File: config.mk
export PLATFORM = sky130hd
export DESIGN_NAME = fixed_point_multiplier_seq
export DESIGN_NICKNAME = d
export VERILOG_FILES = /design/src/rtl/fixed_point_multiplier_seq.sv
export SDC_FILE = /design/constraint.sdc
export NUM_CORES = 1
export LEC_CHECK = 0
export CELL_PAD_IN_SITES_DETAIL_PLACEMENT = 2
export CELL_PAD_IN_SITES_GLOBAL_PLACEMENT = 2
export CORE_MARGIN = 5
export CORE_UTILIZATION = 35
export DETAILED_ROUTE_END_ITERATION = 8
export GPL_TIMING_DRIVEN = 0
export MAX_ROUTING_LAYER = met4
export PLACE_DENSITY_LB_ADDON = 0.1
export SYNTH_ARGS = -nofsm -noshare
export SYNTH_HDL_FRONTEND = slang
export SYNTH_SLANG_ARGS = --single-unit
export TNS_END_PERCENT = 100
File: constraint.sdc
create_clock -name clk -period 4.6 [get_ports clk]
set_clock_uncertainty 0.1 [all_clocks]
set_input_delay 0.46 -clock clk [delete_from_list [all_inputs] [get_ports clk]]
set_output_delay 0.46 -clock clk [all_outputs]
set_load 0.05 [all_outputs]
File: src/rtl/fixed_point_multiplier_seq.sv
// Sequential sign-magnitude Q-format multiplier: one multiplier bit per cycle, LSB first.
// Result is valid N cycles after start is accepted; the result saturates on magnitude overflow.
module fixed_point_multiplier_seq #(
  parameter int N = 32,
  parameter int Q = 3
) (
  input  logic         clk,
  input  logic         rst_n,
  input  logic         start,
  input  logic [N-1:0] multiplicand,
  input  logic [N-1:0] multiplier,
  output logic [N-1:0] product_out,
  output logic         complete,
  output logic         overflow
);

  localparam int M  = N - 1;
  localparam int AW = 2 * M;
  localparam int CW = $clog2(N);
  localparam logic [CW-1:0] LAST = CW'(M);

  typedef enum logic [1:0] {IDLE, MULT, DONE} state_t;

  state_t        state, state_nxt;
  logic [AW-1:0] acc;
  logic [AW-1:0] a_shift;
  logic [M-1:0]  b_shift;
  logic          sign;
  logic [CW-1:0] cnt;

  logic          fin_ovf;
  logic [M-1:0]  fin_mag;
  logic          fin_sign;

  always_ff @(posedge clk) begin
    if (!rst_n) state <= IDLE;
    else        state <= state_nxt;
  end

  always_comb begin
    state_nxt = state;
    case (state)
      IDLE:    if (start) state_nxt = MULT;
      MULT:    if (cnt == LAST) state_nxt = DONE;
      DONE:    if (start) state_nxt = MULT;
      default: state_nxt = IDLE;
    endcase
  end

  // Finalize: drop Q fraction bits, saturate if anything survives above the magnitude field.
  always_comb begin
    fin_ovf  = |acc[AW-1:Q+M];
    fin_mag  = fin_ovf ? {M{1'b1}} : acc[Q+M-1:Q];
    fin_sign = sign & (|fin_mag);
  end

  always_ff @(posedge clk) begin
    if (!rst_n) begin
      acc         <= '0;
      a_shift     <= '0;
      b_shift     <= '0;
      sign        <= 1'b0;
      cnt         <= '0;
      product_out <= '0;
      complete    <= 1'b0;
      overflow    <= 1'b0;
    end else begin
      case (state)
        IDLE, DONE: begin
          if (start) begin
            a_shift  <= {{(AW-M){1'b0}}, multiplicand[M-1:0]};
            b_shift  <= multiplier[M-1:0];
            sign     <= multiplicand[N-1] ^ multiplier[N-1];
            acc      <= '0;
            cnt      <= '0;
            complete <= 1'b0;
            overflow <= 1'b0;
          end
        end
        MULT: begin
          if (cnt != LAST) begin
            if (b_shift[0]) acc <= acc + a_shift;
            a_shift <= a_shift << 1;
            b_shift <= b_shift >> 1;
            cnt     <= cnt + 1'b1;
          end else begin
            product_out <= {fin_sign, fin_mag};
            overflow    <= fin_ovf;
            complete    <= 1'b1;
          end
        end
        default: ;
      endcase
    end
  end

endmodule

==> results.json, run 1 <==
{
  "wl_met3_um": 821,
  "path_class": "register to register",
  "yosysSeqAreaShare_pct": 36.87,
  "routabilityCongestion": 0.8907,
  "synth_ff_type": "dfxtp_1",
  "finalSetupViolCount": 0,
  "pre_cts_ws_ps": 717.0,
  "ys_seq_elements": 197,
  "worstMarginPinSlew_ps": 968.6,
  "dp_cells": 1830,
  "cap_violations": 0,
  "drc": 0,
  "ctsResizeCount": 0,
  "period_share_pct": 85.87,
  "firstDrtPassIters": 5,
  "min_period_ps": 3950,
  "mappedNetlistNets": 1466,
  "row_count": 64,
  "layout-drive-gt1-share_pct": 3.547,
  "grt_overflow": 0,
  "async_flop_share_pct": 0,
  "grt_start_max_net_pins": 18,
  "routed_wl_mm": 38.42,
  "clockBufferDepth": 2,
  "holdWs_ps": 269.0,
  "wl_met1_mm": 18.24,
  "power_leakage_uw": 0.005101,
  "dieArea_um2": 34160,
  "wl_per_cell_um": 20.64,
  "viasPerCell": 5.610,
  "ys_warn_count": 0,
  "outcome": "complete, no violations",
  "vias": 10450,
  "ctsHtreeMaxLevel": 4,
  "core_um2": 30350,
  "cp.arrival_ps": 4220,
  "area_growth_pct": 19.37,
  "stdcell_count": 1862,
  "irDropWorstVdd_uv": 272.2,
  "clk_pin_slew_ps": 70,
  "n_antenna_cell": 0,
  "syn-instance-count": 1335,
  "worstPathRequired_ps": 4870,
  "hold_viol": 0,
  "clk_latency_ps": 450,
  "synth_area_per_cell_um2": 8.013,
  "tritoncts": "done",
  "rsz0062_at_grt": "no",
  "hpwl_mm": 29.79,
  "grt_pass1_vias": 11210,
  "cts_num_sinks": 197,
  "start_kind": "register",
  "layout.nets": 1584,
  "postCtsSetupBuffers": 0,
  "fin_setup_tns_ps": 0,
  "power_uw": 3864,
  "numCtsBuffers": 17,
  "setup.worst_path.end_class": "register",
  "pin_count": 101,
  "synth_area_um2": 10700,
  "antenna_found_initial": 0,
  "drtAntennaViolNets": 0,
  "nFillCells": 3500,
  "holdCritPathClass": "primary input to register",
  "dr_wl_met2_mm": 18.76,
  "synth-edff-count": 0,
  "portBuffers": 99,
  "die_x_um": 184.8,
  "cts_hold_buf": 0,
  "highest-signal-layer": "met4",
  "finalMaxSlewViolations": 0,
  "start_util_pct": 35.25,
  "relSlewSlack_pct": 35.43,
  "power.density_nw_per_um2": 302.6,
  "grt_use_total_pct": 23.23,
  "die_y_um": 184.8,
  "drt_iter0_markers": 428,
  "cp_max_fo": 5,
  "timing.final.ws_setup_ps": 650.1,
  "ys_types": 64,
  "grt_pass1_wl_mm": 61.41,
  "max_freq_ghz": 0.2532,
  "cts_root_buf": "clkbuf_16"
}
[sequential cells by signal, summed over array words and instances (netlist names)]
signal,count
a_shift,62
acc,62
b_shift,31
cnt,5
complete,1
overflow,1
product_out,32
sign,1
state,2
[where the power goes]
group	switching [uW]	total, uW	internal [uW]
Clock	728	1530	800
Sequential	57.4	1830	1770
Combinational	320	508	188
[per-stage QoR]
| stage | util [%] | instance area, um^2 |
|---|---|---|
| after floorplan | - | 10700 |
| after global placement | 40.15 | 12180 |
| after detailed placement | 40.15 | 12180 |
| after CTS | 42.08 | 12770 |
| after global routing | 42.08 | 12770 |
| final | 42.08 | 12770 |
[layout by cell type (no fill, tap or decap), types with 6 or more instances in the layout]
master           instances
a31oi_1                  9
inv_1                   17
a21boi_0                 8
nor2_1                 165
a21o_1                  31
dfxtp_1                197
clkbuf_16               17
o21a_1                  10
nand2_1                204
o21bai_1                12
xnor2_1                 38
nor4_1                  15
o21ai_0                 91
a22oi_1                 32
nand4_1                 19
xor2_1                  19
o211ai_1                 6
nand2b_1                 6
and2_1                   6
nor3_1                  41
a311oi_1                61
nor2b_1                  9
clkbuf_1                82
nand3_1                 16
ha_1                    63
clkdlybuf4s50_1         99
a21oi_1                 73
a22o_1                  34
a211oi_1                 7
[critical path, cell delays in order, from the launching register on]
cell	delay, ps
dfxtp_1	350
ha_1	230
inv_1	80
fa_1	200
nor2b_1	70
o2111ai_1	270
a21oi_1	160
nor3b_1	660
o211ai_1	340
a41o_1	420
a31o_2	290
a211o_1	340
o21a_1	190
o211ai_1	160
[kinds of logic after synthesis]
group | count (synthesis) | share of synthesized area, %
AND/OR/NAND/NOR | 501 | 20.34
AO/OA/AOI/OAI | 408 | 26.26
flip-flops | 197 | 36.87
buffers and inverters | 107 | 4.222
adder cells (fa/ha/maj) | 64 | 7.556
XOR/XNOR | 57 | 4.667
multiplexers | 1 | 0.09357
[metal layers]
layer | up-vias | global-route usage [%]
met5 | - | -
met4 | 0 | 5.373
met3 | 31 | 2.749
met2 | 131 | 39.19
met1 | 5215 | 30.00
li1 | 5069 | -
[final cells by class]
class	count	area, um^2	share of cell area, %
Multi-Input combinational cell	1031	6302	49.35
Sequential cell	197	3944	30.88
Timing Repair Buffer	99	991.0	7.760
Tap cell	396	495.5	3.880
Clock buffer	20	466.7	3.655
Buffer	90	387.9	3.037
Clock inverter	12	118.9	0.9308
Inverter	17	63.81	0.4997
[final timing paths]
kind	cells after the start	from	slack, ps	endpoint
max	13	a_shift[0]$_SDFFE_PN0P_	650	acc[60]$_SDFFE_PN0P_
min	3	rst_n	270	acc[60]$_SDFFE_PN0P_
max reg2reg	13	a_shift[0]$_SDFFE_PN0P_	650	acc[60]$_SDFFE_PN0P_
min reg2reg	2	b_shift[10]$_SDFFE_PN0P_	380	b_shift[9]$_SDFFE_PN0P_
[synth_stat cells, drive strengths merged (7+ instances only)]
| cell | count | area (um^2) |
|---|---|---|
| nand2 | 204 | 765.7 |
| dfxtp | 197 | 3944 |
| nor2 | 165 | 619.3 |
| o21ai | 93 | 465.5 |
| clkbuf | 83 | 321.6 |
| a21oi | 74 | 374.1 |
| ha | 63 | 788.3 |
| a311oi | 61 | 534.3 |
| nor3 | 41 | 205.2 |
| xnor2 | 38 | 332.8 |
| a22o | 34 | 297.8 |
| a22oi | 32 | 240.2 |
| a21o | 31 | 232.7 |
| nand4 | 19 | 118.9 |
| xor2 | 19 | 166.4 |
| inv | 17 | 63.81 |
| nand3 | 16 | 80.08 |
| nor4 | 15 | 93.84 |
| o21bai | 12 | 90.09 |
| o21a | 10 | 75.07 |
| a31oi | 9 | 56.30 |
| nor2b | 9 | 56.30 |
| a211oi | 8 | 72.57 |
| a21boi | 8 | 60.06 |
| buf | 7 | 66.31 |
No activity file was read; power rests on OpenSTA's default activity.
==> run 2, diff against run 1 <==
==> constraint.sdc (replaced) <==
create_clock -name clk -period 4.1 [get_ports clk]
set_clock_uncertainty 0.1 [all_clocks]
set_input_delay 0.41 -clock clk [delete_from_list [all_inputs] [get_ports clk]]
set_output_delay 0.41 -clock clk [all_outputs]
set_load 0.05 [all_outputs]
==> run 2 against run 1 <==
Net effect:
- clock-buffer cell count stayed put
- final cell count unchanged
- clock power grew 12%
- sequential share of layout area is essentially flat
- setup slack got worse by 290 ps
- sequential power rose by 12%
- fmax increased by 5.7%
- global-route usage is the same
- via count grew 0.30%
- sequential cell count did not move
- highest routed layer unchanged
==> results.json, run 2 (synthesized netlist as in run 1, its figures left out) <==
{
  "outcome": "complete, no violations",
  "die_y_um": 184.8,
  "core_um2": 30350,
  "postCtsSetupBuffers": 0,
  "power_leakage_uw": 0.005105,
  "pre_cts_ws_ps": 217.0,
  "rsz0062_at_grt": "no",
  "irDropWorstVdd_uv": 305.8,
  "ff2ff_path_depth": 13,
  "setup.worst_path.end_class": "register",
  "max_freq_ghz": 0.2676,
  "clk_pin_slew_ps": 70,
  "power_uw": 4334,
  "cap_violations": 0,
  "cp.arrival_ps": 3950,
  "wl_per_cell_um": 20.63,
  "area_growth_pct": 19.46,
  "routed_wl_mm": 38.41,
  "regArea_um2": 3944,
  "row_count": 64,
  "grt_pass1_vias": 11210,
  "routabilityCongestion": 0.8907,
  "layout-drive-gt1-share_pct": 3.683,
  "cts_root_buf": "clkbuf_16",
  "worstPathRequired_ps": 4320,
  "antenna_found_initial": 0,
  "tritoncts": "done",
  "period_share_pct": 91.15,
  "hpwl_mm": 29.79,
  "cts_num_sinks": 197,
  "final_common_cell": "nand2_1",
  "hold_viol": 0,
  "firstDrtPassIters": 5,
  "n_antenna_cell": 0,
  "finalSetupViolCount": 0,
  "grt_use_total_pct": 23.23,
  "relSlewSlack_pct": 35.29,
  "worstMarginPinSlew_ps": 970.6,
  "nFillCells": 3500,
  "numCtsBuffers": 17,
  "holdCritPathClass": "primary input to register",
  "layout.nets": 1584,
  "whs_path_depth": 3,
  "power.density_nw_per_um2": 339.1,
  "timing.final.ws_setup_ps": 362.7,
  "finalMaxSlewViolations": 0,
  "grt_overflow": 0,
  "reg_top3": "a_shift (62), acc (62), product_out (32)",
  "final_cell_mix": "nand2_1, dfxtp_1, nor2_1",
  "pin_count": 101,
  "multi_input_area_um2": 6312,
  "dieArea_um2": 34160,
  "drc": 0,
  "ctsHtreeMaxLevel": 4,
  "portBuffers": 99,
  "start_kind": "register",
  "utilization_pct": 42.11,
  "clk_latency_ps": 450,
  "fin_setup_tns_ps": 0,
  "die_x_um": 184.8,
  "min_period_ps": 3737,
  "vias": 10480,
  "start_util_pct": 35.25,
  "cp_max_fo": 5,
  "grt_pass1_wl_mm": 61.41,
  "drtAntennaViolNets": 0,
  "clockBufferDepth": 2,
  "grt_start_max_net_pins": 18,
  "viasPerCell": 5.627,
  "drt_iter0_markers": 450,
  "path_class": "register to register"
}
-- run 2: cell count changes in the layout (fill, tap and decap cells not counted) --
cell,change
nor3b_2,+1
o31ai_2,+1
o31ai_1,-1
nor3b_1,-1
-- run 2: stage by stage --
stage               area [um^2]  cells  hold slack, ps
floorplan                 10700   1335           350.3
global placement          12180   1830           360.9
finish                    12780   1862           218.3
detailed placement        12180   1830           377.0
CTS                       12770   1862           206.1
global route              12780   1862           225.2
-- run 2: routing by layer --
metal	global-route usage [%]	up-vias	wire length, um
met5	-	-	0
met4	5.373	0	588
met3	2.749	31	772
met2	39.19	131	18740
met1	30.00	5243	18310
li1	-	5072	-
-- run 2: worst max-delay path, cell delays in order (launching register included) --
cell	delay [ps]
dfxtp_1	400
ha_1	230
inv_1	70
fa_1	400
nor2b_1	190
o2111ai_1	180
a21oi_1	280
nor3b_2	140
o211ai_1	440
a41o_1	420
a31o_2	290
a211o_1	230
xnor2_1	140
o21ai_0	90
-- run 2: final cells by class --
class,count,share of cell area [%]
inverter,17,0.4993
tap,396,3.877
multi-input combinational,1031,49.39
sequential,197,30.86
clock buffer,20,3.652
clock inverter,12,0.9301
timing repair buffer,99,7.754
buffer,90,3.035
-- run 2: worst paths after layout --
| kind | from | to | slack [ps] |
|---|---|---|---|
| worst max-delay path | a_shift[0]$_SDFFE_PN0P_ | acc[56]$_SDFFE_PN0P_ | 360 |
| worst min-delay path | rst_n | acc[60]$_SDFFE_PN0P_ | 220 |
| worst max register to register | a_shift[0]$_SDFFE_PN0P_ | acc[56]$_SDFFE_PN0P_ | 360 |
| worst min register to register | b_shift[10]$_SDFFE_PN0P_ | b_shift[9]$_SDFFE_PN0P_ | 380 |
-- run 2: repair_timing --
item / in CTS / in global routing
hold buffers: 0 / 0
setup endpoints to repair: 0 / 3
resized for setup: 0 / 2
-- run 2: where the power goes --
group	leakage (uW)	internal, uW	switching, uW	total (uW)
combinational	0.00322	211	359	570
sequential	0.00160	1990	64.7	2050
clock	0.000280	897	815	1710
